[config.mk]
export PLATFORM = sky130hd
export DESIGN_NAME = ctr_sequencer_flat
export DESIGN_NICKNAME = d
export VERILOG_FILES = /design/src/rtl/ctr_sequencer_if.sv /design/src/rtl/ctr_sequencer.sv /design/src/flat_wrapper.sv
export SDC_FILE = /design/constraint.sdc
export NUM_CORES = 1
export LEC_CHECK = 0
export ABC_AREA = 0
export BUFFER_PORTS_ARGS = -buffer_cell sky130_fd_sc_hd__buf_2
export CAP_MARGIN = 25
export CELL_PAD_IN_SITES_DETAIL_PLACEMENT = 0
export CELL_PAD_IN_SITES_GLOBAL_PLACEMENT = 1
export CORE_ASPECT_RATIO = 0.9
export CORE_MARGIN = 4
export CORE_UTILIZATION = 40
export DETAILED_ROUTE_END_ITERATION = 16
export PLACE_DENSITY_LB_ADDON = 0.05
export SYNTH_ARGS = -nofsm -noshare
export SYNTH_HDL_FRONTEND = slang
export SYNTH_SLANG_ARGS = --single-unit
[constraint.sdc]
create_clock -name clk -period 5.2 [get_ports clk]
set_input_delay 0.52 -clock clk [delete_from_list [all_inputs] [get_ports clk]]
set_output_delay 0.52 -clock clk [all_outputs]
set_load 0.01 [all_outputs]
[src/rtl/ctr_sequencer_if.sv]
// ============================================================================
// Module      : ctr_sequencer_if
// Description : Signal bundle between the interval-timer controller and its
//               surroundings (control register file and counter chain).
//               slave  : the controller side (ctr_sequencer)
//               master : the side that issues commands and owns the counter
//               Commands : start, stop, hold, preset, dir, mode, reps, irq_ack
//               Counter  : cq, mxmn in; cin, load_, ent_, ud out
//               Status   : busy, done, irq, count
// Revision    : 1.0 - initial release
// ============================================================================
`default_nettype none

interface ctr_sequencer_if #(
   parameter int WIDTH = 4,
   parameter int RW    = 8
);
   logic             start;
   logic             stop;
   logic             hold;
   logic [WIDTH-1:0] preset;
   logic             dir;
   logic             mode;
   logic [RW-1:0]    reps;
   logic             irq_ack;
   logic [WIDTH-1:0] cq;
   logic             mxmn;
   logic [WIDTH-1:0] cin;
   logic             load_;
   logic             ent_;
   logic             ud;
   logic             busy;
   logic             done;
   logic             irq;
   logic [WIDTH-1:0] count;

   modport slave (
      input  start, stop, hold, preset, dir, mode, reps, irq_ack, cq, mxmn,
      output cin, load_, ent_, ud, busy, done, irq, count
   );

   modport master (
      output start, stop, hold, preset, dir, mode, reps, irq_ack, cq, mxmn,
      input  cin, load_, ent_, ud, busy, done, irq, count
   );
endinterface

`default_nettype wire

[src/rtl/ctr_sequencer.sv]
// ============================================================================
// Module      : ctr_sequencer
// Description : Programmable interval-timer controller for an external
//               cascaded up/down counter chain (am25ls191 style).
//               One-shot / auto-reload with repeat count, hold, stop and a
//               sticky interrupt.
//   clk  : system clock, rising edge
//   rst  : asynchronous reset, active-high
//   bus  : ctr_sequencer_if.slave
//          in  : start, stop, hold, preset, dir, mode, reps, irq_ack, cq, mxmn
//          out : cin, load_, ent_, ud, busy, done, irq, count
// Revision    : 1.0 - initial release
// ============================================================================
`default_nettype none

module ctr_sequencer #(
   parameter int WIDTH = 4,
   parameter int RW    = 8
) (
   input  wire logic       clk,
   input  wire logic       rst,
   ctr_sequencer_if.slave  bus
);

   localparam logic [1:0] S_IDLE = 2'd0;
   localparam logic [1:0] S_LOAD = 2'd1;
   localparam logic [1:0] S_RUN  = 2'd2;

   logic [1:0]       r_state;
   logic [1:0]       w_next_state;

   logic [WIDTH-1:0] r_preset;
   logic             r_dir;
   logic             r_mode;
   logic [RW-1:0]    r_reps;
   logic [RW-1:0]    r_rep_cnt;
   logic             r_done;
   logic             r_irq;

   logic             w_restart;
   logic             w_term;
   logic             w_last;
   logic             w_reload;
   logic             w_load_n;
   logic             w_ent_n;
   logic             w_done_next;
   logic             w_rep_inc;

   // stop dominates start; start dominates everything the current state does
   assign w_restart = bus.start & ~bus.stop;
   // hold masks the terminal flag so a frozen counter never completes
   assign w_term    = bus.mxmn & ~bus.hold;
   // reps == 0 means reload forever, so there is never a last period
   assign w_last    = (r_reps != '0) && (r_rep_cnt == (r_reps - RW'(1)));
   assign w_reload  = r_mode & ~w_last;

   assign w_done_next = (r_state == S_RUN) & ~bus.stop & ~bus.start & w_term;
   assign w_rep_inc   = w_done_next & w_reload;

   // ---------------------------------------------------------------- state
   always_ff @(posedge clk or posedge rst) begin
      if (rst) begin
         r_state <= S_IDLE;
      end else begin
         r_state <= w_next_state;
      end
   end

   // ----------------------------------------------------------- next state
   always_comb begin
      w_next_state = r_state;
      if (bus.stop) begin
         w_next_state = S_IDLE;
      end else if (bus.start) begin
         w_next_state = S_LOAD;
      end else begin
         case (r_state)
            S_IDLE:  w_next_state = S_IDLE;
            S_LOAD:  w_next_state = S_RUN;
            S_RUN:   if (w_term && !w_reload) w_next_state = S_IDLE;
            default: w_next_state = S_IDLE;
         endcase
      end
   end

   // -------------------------------------------------------------- outputs
   // The counter pins are combinational so a terminal cycle can freeze the
   // counter (ent_=1) or reload it (load_=0) at the very edge it ends on.
   always_comb begin
      w_load_n = 1'b1;
      w_ent_n  = 1'b1;
      if (!bus.stop && !bus.start) begin
         case (r_state)
            S_LOAD: begin
               w_load_n = 1'b0;
               w_ent_n  = 1'b0;
            end
            S_RUN: begin
               if (!bus.hold) begin
                  if (!bus.mxmn) begin
                     w_ent_n = 1'b0;
                  end else if (w_reload) begin
                     w_load_n = 1'b0;
                     w_ent_n  = 1'b0;
                  end
               end
            end
            default: begin
               w_load_n = 1'b1;
               w_ent_n  = 1'b1;
            end
         endcase
      end
   end

   // ------------------------------------------------- configuration / status
   always_ff @(posedge clk or posedge rst) begin
      if (rst) begin
         r_preset  <= '0;
         r_dir     <= 1'b0;
         r_mode    <= 1'b0;
         r_reps    <= '0;
         r_rep_cnt <= '0;
         r_done    <= 1'b0;
         r_irq     <= 1'b0;
      end else begin
         if (w_restart) begin
            r_preset  <= bus.preset;
            r_dir     <= bus.dir;
            r_mode    <= bus.mode;
            r_reps    <= bus.reps;
            r_rep_cnt <= '0;
         end else if (w_rep_inc) begin
            r_rep_cnt <= r_rep_cnt + RW'(1);
         end
         r_done <= w_done_next;
         // done in the same cycle as irq_ack still leaves irq set
         r_irq  <= r_done | (r_irq & ~bus.irq_ack);
      end
   end

   assign bus.cin   = r_preset;
   assign bus.ud    = r_dir;
   assign bus.load_ = w_load_n;
   assign bus.ent_  = w_ent_n;
   assign bus.busy  = (r_state != S_IDLE);
   assign bus.done  = r_done;
   assign bus.irq   = r_irq;
   assign bus.count = bus.cq;

endmodule

`default_nettype wire

[src/flat_wrapper.sv]
// flat-port wrapper written by rule: the top's interface ports become plain ports
module ctr_sequencer_flat 
#(
   parameter int WIDTH = 4,
   parameter int RW    = 8
)
  (clk, rst, bus_start, bus_stop, bus_hold, bus_preset, bus_dir, bus_mode, bus_reps, bus_irq_ack, bus_cq, bus_mxmn, bus_cin, bus_load_, bus_ent_, bus_ud, bus_busy, bus_done, bus_irq, bus_count);
  ctr_sequencer_if #(.WIDTH(WIDTH), .RW(RW)) bus_i ();
  input  wire logic clk;
  input  wire logic rst;
  input wire logic [$bits(bus_i.start)-1:0] bus_start;
  input wire logic [$bits(bus_i.stop)-1:0] bus_stop;
  input wire logic [$bits(bus_i.hold)-1:0] bus_hold;
  input wire logic [$bits(bus_i.preset)-1:0] bus_preset;
  input wire logic [$bits(bus_i.dir)-1:0] bus_dir;
  input wire logic [$bits(bus_i.mode)-1:0] bus_mode;
  input wire logic [$bits(bus_i.reps)-1:0] bus_reps;
  input wire logic [$bits(bus_i.irq_ack)-1:0] bus_irq_ack;
  input wire logic [$bits(bus_i.cq)-1:0] bus_cq;
  input wire logic [$bits(bus_i.mxmn)-1:0] bus_mxmn;
  output wire logic [$bits(bus_i.cin)-1:0] bus_cin;
  output wire logic [$bits(bus_i.load_)-1:0] bus_load_;
  output wire logic [$bits(bus_i.ent_)-1:0] bus_ent_;
  output wire logic [$bits(bus_i.ud)-1:0] bus_ud;
  output wire logic [$bits(bus_i.busy)-1:0] bus_busy;
  output wire logic [$bits(bus_i.done)-1:0] bus_done;
  output wire logic [$bits(bus_i.irq)-1:0] bus_irq;
  output wire logic [$bits(bus_i.count)-1:0] bus_count;
  assign bus_i.start = bus_start;
  assign bus_i.stop = bus_stop;
  assign bus_i.hold = bus_hold;
  assign bus_i.preset = bus_preset;
  assign bus_i.dir = bus_dir;
  assign bus_i.mode = bus_mode;
  assign bus_i.reps = bus_reps;
  assign bus_i.irq_ack = bus_irq_ack;
  assign bus_i.cq = bus_cq;
  assign bus_i.mxmn = bus_mxmn;
  assign bus_cin = bus_i.cin;
  assign bus_load_ = bus_i.load_;
  assign bus_ent_ = bus_i.ent_;
  assign bus_ud = bus_i.ud;
  assign bus_busy = bus_i.busy;
  assign bus_done = bus_i.done;
  assign bus_irq = bus_i.irq;
  assign bus_count = bus_i.count;
  ctr_sequencer #(.WIDTH(WIDTH), .RW(RW)) u_core (.clk(clk), .rst(rst), .bus(bus_i));
endmodule
=== Word level (Yosys, flattened, before mapping) ===
Cells that the tools add are included.
Widths: inputs -> output; s select.

* Flip-flop bits (word level): 26
* Bits in latches: 0
* RAM bits: 0
* Memory bits (read-only): 0
* Input bits: 25
* Logic and storage cells: 52
* Memories: 0

* $add $sub $neg: 2
* $mul: 0
* Div/mod/pow operators: 0
* Magnitude comparators: 0
* Equality and inequality tests: 4
* Shift-type cells: 0
* Mux-type cells: 15
* Bitwise operators: 14
* Reduce and logical (&&, ||, !) cells: 9

{| class="wikitable"
|+ Operators by type and width
! cell !! number
|-
| $mux 8 || 2
|-
| $add 8x1->8 const B || 1
|-
| $and 1x1->1 || 8
|-
| $eq 8x8->1 || 1
|-
| $reduce_bool 8->1 || 1
|-
| $sub 8x1->8 const B || 1
|-
| $mux 1 || 7
|-
| $mux 2 || 3
|-
| $not 1->1 || 5
|-
| $ne 4x4->1 const B || 1
|-
| $pmux 1 s2 || 2
|-
| $pmux 2 s2 || 1
|-
| $reduce_bool 2->1 || 2
|-
| $logic_and 1x1->1 || 3
|-
| $logic_not 1->1 || 3
|-
| $eq 2x1->1 const B || 1
|-
| $eq 2x2->1 const B || 1
|-
| $or 1x1->1 || 1
|}

=== Depth between registers and ports, before layout ===
Gate-level depths: netlist of the first run.

* Word-level depth: 11
* Depth in mapped cells: 10
* Depth with buffers taken out: 9

=== Worst setup path before layout of the first run ===
OpenSTA, ideal clock, no wires.

* Path kind: register -> output
* Start point: reg u_core.r_reps[3]
* End point: out bus_ent_
* Data arrival time: 2255 ps
* Data required time: 4680 ps
* Setup slack: 2425 ps
* Cell stages (with the launch flop): 8
* Path buffers: 0
* Cells stage by stage: dfrtp_1 -> or4_4 -> o21a_1 -> or4_1 -> a21oi_1 -> nand2_1 -> a211o_1 -> o211ai_1

* Word-level cells in the longest chain between the ends: 10

{| class="wikitable"
|+ RTL lines
! element !! RTL line !! text
|-
| start, declared || ctr_sequencer.sv:35 || <nowiki>logic [RW-1:0] r_reps;</nowiki>
|-
| start signal, assigned || ctr_sequencer.sv:131 || <nowiki>r_reps <= bus.reps;</nowiki>
|-
| $sub 8x1->8 || ctr_sequencer.sv:54 || <nowiki>assign w_last = (r_reps != '0) && (r_rep_cnt == (r_reps - RW'(1)));</nowiki>
|-
| $eq 8x8->1 || ctr_sequencer.sv:54 ||
|-
| $logic_and 1x1->1 * || ctr_sequencer.sv:54 ||
|-
| $not 1->1 * || ctr_sequencer.sv:55 || <nowiki>assign w_reload = r_mode & ~w_last;</nowiki>
|-
| $and 1x1->1 * || ctr_sequencer.sv:55 ||
|-
| $mux 1 * || ctr_sequencer.sv:102 || <nowiki>end else if (w_reload) begin</nowiki>
|-
| $mux 1 * || ctr_sequencer.sv:100 || <nowiki>if (!bus.mxmn) begin</nowiki>
|-
| $mux 1 * || ctr_sequencer.sv:99 || <nowiki>if (!bus.hold) begin</nowiki>
|-
| $pmux 1 s2 * || ctr_sequencer.sv:93 || <nowiki>case (r_state)</nowiki>
|-
| $mux 1 * || ctr_sequencer.sv:92 || <nowiki>if (!bus.stop && !bus.start) begin</nowiki>
|-
| end, declared || flat_wrapper.sv:23 || <nowiki>output wire logic [$bits(bus_i.ent_)-1:0] bus_ent_;</nowiki>
|}

Mark *: on every way between the ends. The rest lies on a longest branch, timed or not.

=== Worst setup path after layout of the first run ===
* Start point: reg u_core.r_reps[0]
* End point: out bus_load_

* Word-level cells in the longest chain between the ends: 10

{| class="wikitable"
|+ RTL lines
! element !! RTL line !! text
|-
| $sub 8x1->8 || ctr_sequencer.sv:54 ||
|-
| $eq 8x8->1 || ctr_sequencer.sv:54 ||
|-
| $logic_and 1x1->1 * || ctr_sequencer.sv:54 ||
|-
| $not 1->1 * || ctr_sequencer.sv:55 ||
|-
| $and 1x1->1 * || ctr_sequencer.sv:55 ||
|-
| $mux 1 * || ctr_sequencer.sv:102 ||
|-
| $mux 1 * || ctr_sequencer.sv:100 ||
|-
| $mux 1 * || ctr_sequencer.sv:99 ||
|-
| $pmux 1 s2 * || ctr_sequencer.sv:93 ||
|-
| $mux 1 * || ctr_sequencer.sv:92 ||
|-
| end, declared || flat_wrapper.sv:22 || <nowiki>output wire logic [$bits(bus_i.load_)-1:0] bus_load_;</nowiki>
|}

Marks and branches as above.

==> results of run 1 <==
## cells by family (layout without fill, tap and decap cells)
group	Yosys count	count (layout)
simple gates	79	79
buf+inv	18	42
fa+ha+maj	2	2
compound gates	21	21
xor+xnor	10	10
flops	26	26
mux	3	3
## worst max-delay path by stage
stage	cells past startpoint	to	slack (ps)
after floorplan	7	bus_ent_	2430
after global placement	8	bus_ent_	2180
after detailed placement	9	bus_load_	2150
after CTS	9	bus_load_	1820
after global routing	9	bus_load_	1540
final	9	bus_load_	1810
## power groups by stage
stage | registers, uW | logic, uW | clock network [uW]
after floorplan | 233 | 56.8 | 0
after global placement | 234 | 75.1 | 0
after detailed placement | 235 | 75.7 | 0
after CTS | 231 | 77.3 | 170
after global routing | 234 | 88.2 | 179
final | 231 | 78.3 | 168
## area by class of cell
class	count	area, um^2
inverter	7	26.28
tap	44	55.05
fill	352	1718
clock inverter	1	30.03
clock buffer	3	41.29
multi-input combinational	115	654.4
timing repair buffer	31	177.7
sequential	26	650.6
## routing by layer
layer  track usage  vias to the layer above  part of all wire  routed length, um
li1              -                      567                 -                  -
met1        0.1832                      504              0.47               1393
met2        0.2300                       18              0.47               1385
met3       0.02516                        7             0.042                125
met4       0.05502                        0             0.017                 50
met5             0                        -                 0                  0
## cells in the final DEF, fill, tap and decap left out, types with 4 or more instances in the layout
| master | Yosys | routed |
|---|---|---|
| nor2_1 | 6 | 6 |
| buf_2 | 1 | 30 |
| a21oi_1 | 6 | 6 |
| nand2_1 | 48 | 48 |
| xnor2_1 | 7 | 7 |
| o21ai_0 | 4 | 4 |
| inv_1 | 7 | 7 |
| dfrtp_1 | 26 | 26 |
## sequential cells by signal (all words and copies together), names as in the netlist
signal	cells
u_core.bus.done	1
u_core.bus.irq	1
u_core.r_rep_cnt	8
u_core.r_state	2
u_core.r_reps	8
u_core.bus.cin	4
u_core.r_mode	1
u_core.bus.ud	1
## through the flow
stage          hold WS, ps  instance area (um^2)
2_1_floorplan        465.9                  1389
3_3_place_gp         428.3                  1536
3_5_place_dp         443.0                  1536
4_1_cts              427.9                  1608
5_1_grt              278.4                  1635
6_report             254.0                  1635
## critical path, stage by stage, from the launching register on
cell and delay, ps:
dfrtp_1 420, inv_1 90, ha_1 200, or3b_2 490, nor3_1 190, xnor2_1 200
nor3_4 60, a21oi_1 660, a21oi_1 110, buf_2 190
==> metrics, run 1 <==
internal power=355.8 uW; TritonCTS clock tree=built; Post-Synth Simple-Gate Area=0.2667; Crit. End Element=primary output; Arr. time, crit path=2870 ps; reg-to-reg critical path endpoint=u_core.r_rep_cnt[7]$_DFFE_PP0P_; main combinational cell family by area after synthesis=simple AND/OR/NAND/NOR gates; Async S/R FF share, synth=1.000; Routed Antenna Nets=0; clock sinks=26; maxcap violations=0; top-count cell post-synth=nand2_1; Synth cell types=34; unrepaired setup endpoints after global routing=no; Leakage=0.0008590 uW; Hold Buf Count CTS=0; TNS Setup=0 ps; area share of the largest cell type after synthesis=0.4685; GRT Total Usage=0.1398; Area Overhead vs Synth=17.75%; Final setup viols=0; Sequential Power Share=0.483; Root Buffer=clkbuf_8; clk slew on worst S/H paths=90 ps; largest net degree at the start of global routing=27; FMAX=295.3 MHz; IO Pins=39; Main synth FF type=dfrtp_1; crit path launch type=flip-flop; worst setup path class=flip-flop to primary output; total grt overflow=0; DRC=0; initial core utilization=0.4142; pwr dens=291.9 nW/um^2; Final Cycle Share=0.6511; final worst slack=1814 ps; number of gates resized after CTS=0; Avg Cell Area, Syn=8.735 um^2; CTS Buffer Depth=2; synth warn=0; final core utilization=0.4877; Worst slew margin=0.4445; synthesized flop and latch total=26; port bufs=30; layout cells sized above 1=0.2186; vias per cell=4.828; CTS buffer count=3; first-pass GRT wire length=5043 um; Core Area=3353 um^2; Die Y=63.90 um; row count=20; R2R Setup Slk=2370 ps; total power=477.3 uW; Hold Path Class=primary input to async pin; Total Wirelength=2955 um; top post-synthesis cells by area=dfrtp_1 47%, nand2_1 13%, xnor2_1 4.4%; Clock Skews=3.101 ps; clk_lat worst skew=270 ps; Final Hold Vio Count=0; die width=70.11 um; 1st-pass router iterations=4; worst r2r src=u_core.r_reps[0]$_DFFE_PP0P_; Die ar.=4480 um^2; Net Count, Synth=186; Max IR drop VDD=0.1381 mV; htree depth=1; Mapped Area=1389 um^2; Final Max Tran Viols=0; reg2reg path depth=9; most frequent cells after synthesis=48 x nand2_1, 26 x dfrtp_1, 7 x inv_1, 7 x xnor2_1; Worst Tran Pin Value=833.2 ps; XOR/XNOR share of the synthesized area=0.06306; initial antenna violation count=0; sw frac=0.2545; DRT iter0 DRCs=45; pre-CTS setup slack=2148 ps; CP Data Required Time=4680 ps; Synth area leader=dfrtp_1; n_diodes=0; multiplexer share of the synthesized area=0.02162; compound-cell area share of the yosys netlist=0.1018; sequential cell area fraction in the yosys report=0.4685; synthesized instance count=159; Wirelength per Cell=13.02 um; Crit Path Max Fanout=11; CP startpoint=u_core.r_reps[0]$_DFFE_PP0P_; vias=1,096; EDFF count, synth=0; Detailed Place HPWL=2103 um; status=finished clean; P_sw=121.5 uW; vias in the first global route=1,113; Synth Area in Adders=0.01802; Logic pwr share=0.164; postcts setup bufs=0; Clk pwr share=0.353; GP Congestion=0.8408; placed cell count=222; Non-Filler Instances=227; final net count=211; minimum clock period after layout=3386 ps
No activity file was read; power rests on OpenSTA's default activity.
==> run 2: changes to the inputs <==
--- a/config.mk
+++ b/config.mk
@@ -12,7 +12,7 @@
 export CELL_PAD_IN_SITES_GLOBAL_PLACEMENT = 1
 export CORE_ASPECT_RATIO = 0.9
 export CORE_MARGIN = 4
-export CORE_UTILIZATION = 40
+export CORE_UTILIZATION = 34
 export DETAILED_ROUTE_END_ITERATION = 16
 export PLACE_DENSITY_LB_ADDON = 0.05
 export SYNTH_ARGS = -nofsm -noshare
==> constraint.sdc (replaced) <==
create_clock -name clk -period 2.8 [get_ports clk]
set_input_delay 0.28 -clock clk [delete_from_list [all_inputs] [get_ports clk]]
set_output_delay 0.28 -clock clk [all_outputs]
set_load 0.01 [all_outputs]
==> run 2 against run 1 <==
  * The flow now finishes with violations (negative setup slack)
  * Clock skew rose by 2.2 ps
  * Clock power rose by 84%
  * Design area is 3.8% higher
  * Via count increased by 4.7%
  * Sequential share of layout area shrank 1.5 points
  * Final cell count grew 4.0%
  * Combinational power up 110%
  * Routed wire length is 4.1% higher
  * Non-clock buffer count grew 7
  * Critical path depth shrank 1
  * Total power rose by 89%
  * Critical path type unchanged
  * Largest cell class unchanged
==> metrics, run 2 (synthesized netlist as in run 1, its figures left out) <==
Total Wirelength=3076 um (was 2955 um); port bufs=30 (unchanged); Die ar.=5173 um^2 (was 4480 um^2); Wirelength per Cell=13.03 um (was 13.02 um); total grt overflow=0 (unchanged); Sequential Power Share=0.471 (was 0.483); placed cell count=229 (was 222); Logic pwr share=0.187 (was 0.164); Die Y=68.63 um (was 63.90 um); row count=21 (was 20); Worst slew margin=0.6613 (was 0.4445); final hold slack=24.92 ps (was 254.0 ps); vias per cell=4.864 (was 4.828); Worst Tran Pin Value=507.6 ps (was 833.2 ps); largest net degree at the start of global routing=27 (unchanged); Hold Buf Count CTS=0 (unchanged); GP Congestion=0.8178 (was 0.8408); 1st-pass router iterations=4 (unchanged); Non-Filler Instances=236 (was 227); commonest non-fill, non-tap cell in the layout=nand2_1 (unchanged); internal power=673.8 uW (was 355.8 uW); CTS buffer count=3 (unchanged); worst setup path class=flip-flop to primary output (unchanged); Clk pwr share=0.342 (was 0.353); Clock Skews=5.344 ps (was 3.101 ps); Core Area=3836 um^2 (was 3353 um^2); Leakage=0.0008911 uW (was 0.0008590 uW); CP peak stage delay=550 ps (was 660 ps); Final Max Tran Viols=0 (unchanged); Detailed Place HPWL=2234 um (was 2103 um); failing checks=negative setup slack; clk_lat worst skew=270 ps (about the same); CP Data Required Time=2520 ps (was 4680 ps); vias in the first global route=1,190 (was 1,113); die width=75.37 um (was 70.11 um); commonest non-fill, non-tap cells in the layout=47 x nand2_1, 30 x buf_2, 26 x dfrtp_1 (was 48 x nand2_1, 30 x buf_2, 26 x dfrtp_1); crit-path cells=or4_4, o21a_1, or4_1, a21oi_2, nand2_2, a211o_1, o211ai_1, buf_2 (was inv_1, ha_1, or3b_2, nor3_1, xnor2_1, nor3_4, a21oi_1, a21oi_1, buf_2); status=finished, violations left (was finished clean); Final Hold Vio Count=0 (unchanged); FMAX=343.4 MHz; initial core utilization=0.3620 (was 0.4142); Arr. time, crit path=2630 ps (was 2870 ps); fin area=1698 um^2 (was 1635 um^2); first-pass GRT wire length=5444 um (was 5043 um); final net count=218 (was 211); maxcap violations=0 (unchanged); final worst slack=-111.7 ps (was 1814 ps); vias=1,148 (was 1,096); Root Buffer=clkbuf_8 (unchanged); reg2reg path depth=9 (unchanged); clock sinks=26 (unchanged); clk slew on worst S/H paths=90 ps (about the same); DP Area=1577 um^2 (was 1536 um^2); TritonCTS clock tree=built (unchanged); worst r2r src=u_core.r_reps[1]$_DFFE_PP0P_ (was u_core.r_reps[0]$_DFFE_PP0P_); GRT Total Usage=0.1380 (was 0.1398); layout cells sized above 1=0.2737 (was 0.2186); Final setup viols=1 (was 0); P_sw=228.4 uW (was 121.5 uW); R2R Setup Slk=320 ps (was 2370 ps); DRT iter0 DRCs=29 (was 45); reg-to-reg critical path endpoint=u_core.r_rep_cnt[7]$_DFFE_PP0P_ (unchanged); cell with the largest stage delay on the worst path=or4_4 (was a21oi_1); fillcell total=392 (was 352); Final Cycle Share=1.040; minimum clock period after layout=2912 ps; CTS Buffer Depth=2 (unchanged); crit path launch type=flip-flop (unchanged); htree depth=1 (unchanged); Hold Path Class=primary input to async pin (unchanged); TNS Setup=-111.7 ps (was 0 ps); Crit Path Max Fanout=3 (was 11); Area Overhead vs Synth=22.25% (was 17.75%); Max IR drop VDD=0.2162 mV (was 0.1381 mV); pre-CTS setup slack=77.91 ps (was 2148 ps); unrepaired setup endpoints after global routing=yes (was no); Crit. End Element=primary output (unchanged); Top Family by Delay on Critical Path=simple AND/OR/NAND/NOR gates (was compound AO/OA/AOI/OAI gates); initial antenna violation count=0 (unchanged); IO Pins=39 (unchanged); n_diodes=0 (unchanged); pwr dens=531.4 nW/um^2 (was 291.9 nW/um^2); sw frac=0.2531 (was 0.2545); Buf/Inv on CP=1 (was 2); Routed Antenna Nets=0 (unchanged); DRC=0 (unchanged)
[run 2: changes by cell type in the layout (fill, tap and decap cells not counted), sizes merged]
cell	before	now
buf	31	38
[run 2: layout make-up]
type / instances / area, um^2 / share of cell area
Clock buffer: 3 / 41.29 / 0.02432
Tap cell: 46 / 57.56 / 0.03390
Sequential cell: 26 / 650.6 / 0.3832
Inverter: 7 / 26.28 / 0.01548
Multi-Input combinational cell: 115 / 674.4 / 0.3972
Timing Repair Buffer: 38 / 217.7 / 0.1282
Clock inverter: 1 / 30.03 / 0.01769
[run 2: timing repair]
action / in CTS / in global routing
gates resized for setup: 1 / 5
cloned: 0 / 0
buffers inserted: 2 / 0
pin swaps: 3 / 3
endpoints found under the setup margin: 1 / 2
[run 2: routing by layer]
metal / up-vias / global-route usage / wire length [um]
li1: 586 / - / -
met2: 22 / 0.2263 / 1419
met4: 0 / 0.02183 / 17
met1: 536 / 0.1844 / 1501
met5: - / 0 / 0
met3: 4 / 0.03913 / 139
[run 2: power by group through the flow]
stage          Sequential (uW)  Combinational (uW)  Clock, uW
2_1_floorplan              432                 105          0
3_3_place_gp               431                 152          0
3_5_place_dp               432                 153          0
4_1_cts                    424                 164        318
5_1_grt                    430                 193        335
6_report                   425                 168        309
[run 2: worst max-delay path by stage]
stage / endpoint / from / cells after the start
global placement: bus_ent_ / u_core.r_reps[1]$_DFFE_PP0P_ / 8
CTS: bus_ent_ / u_core.r_reps[1]$_DFFE_PP0P_ / 8
floorplan: bus_ent_ / u_core.r_reps[3]$_DFFE_PP0P_ / 7
finish: bus_ent_ / u_core.r_reps[1]$_DFFE_PP0P_ / 8
global route: bus_ent_ / u_core.r_reps[1]$_DFFE_PP0P_ / 8
detailed placement: bus_ent_ / u_core.r_reps[1]$_DFFE_PP0P_ / 8
[run 2: worst register-to-register path: stages (launching register included)]
cell and delay (ps):
dfrtp_1 390, or4_4 550, o21a_1 200, or4_1 410, a21oi_2 170, buf_4 130, a21oi_2 60, buf_4 180
nand4_1 130, mux2i_1 190
[run 2: metrics by stage]
step           utilization  power, uW
6_report            0.4426      902.2
3_3_place_gp        0.4110      582.9
2_1_floorplan            -      537.4
5_1_grt             0.4426      957.2
3_5_place_dp        0.4110      585.3
4_1_cts             0.4344      905.9
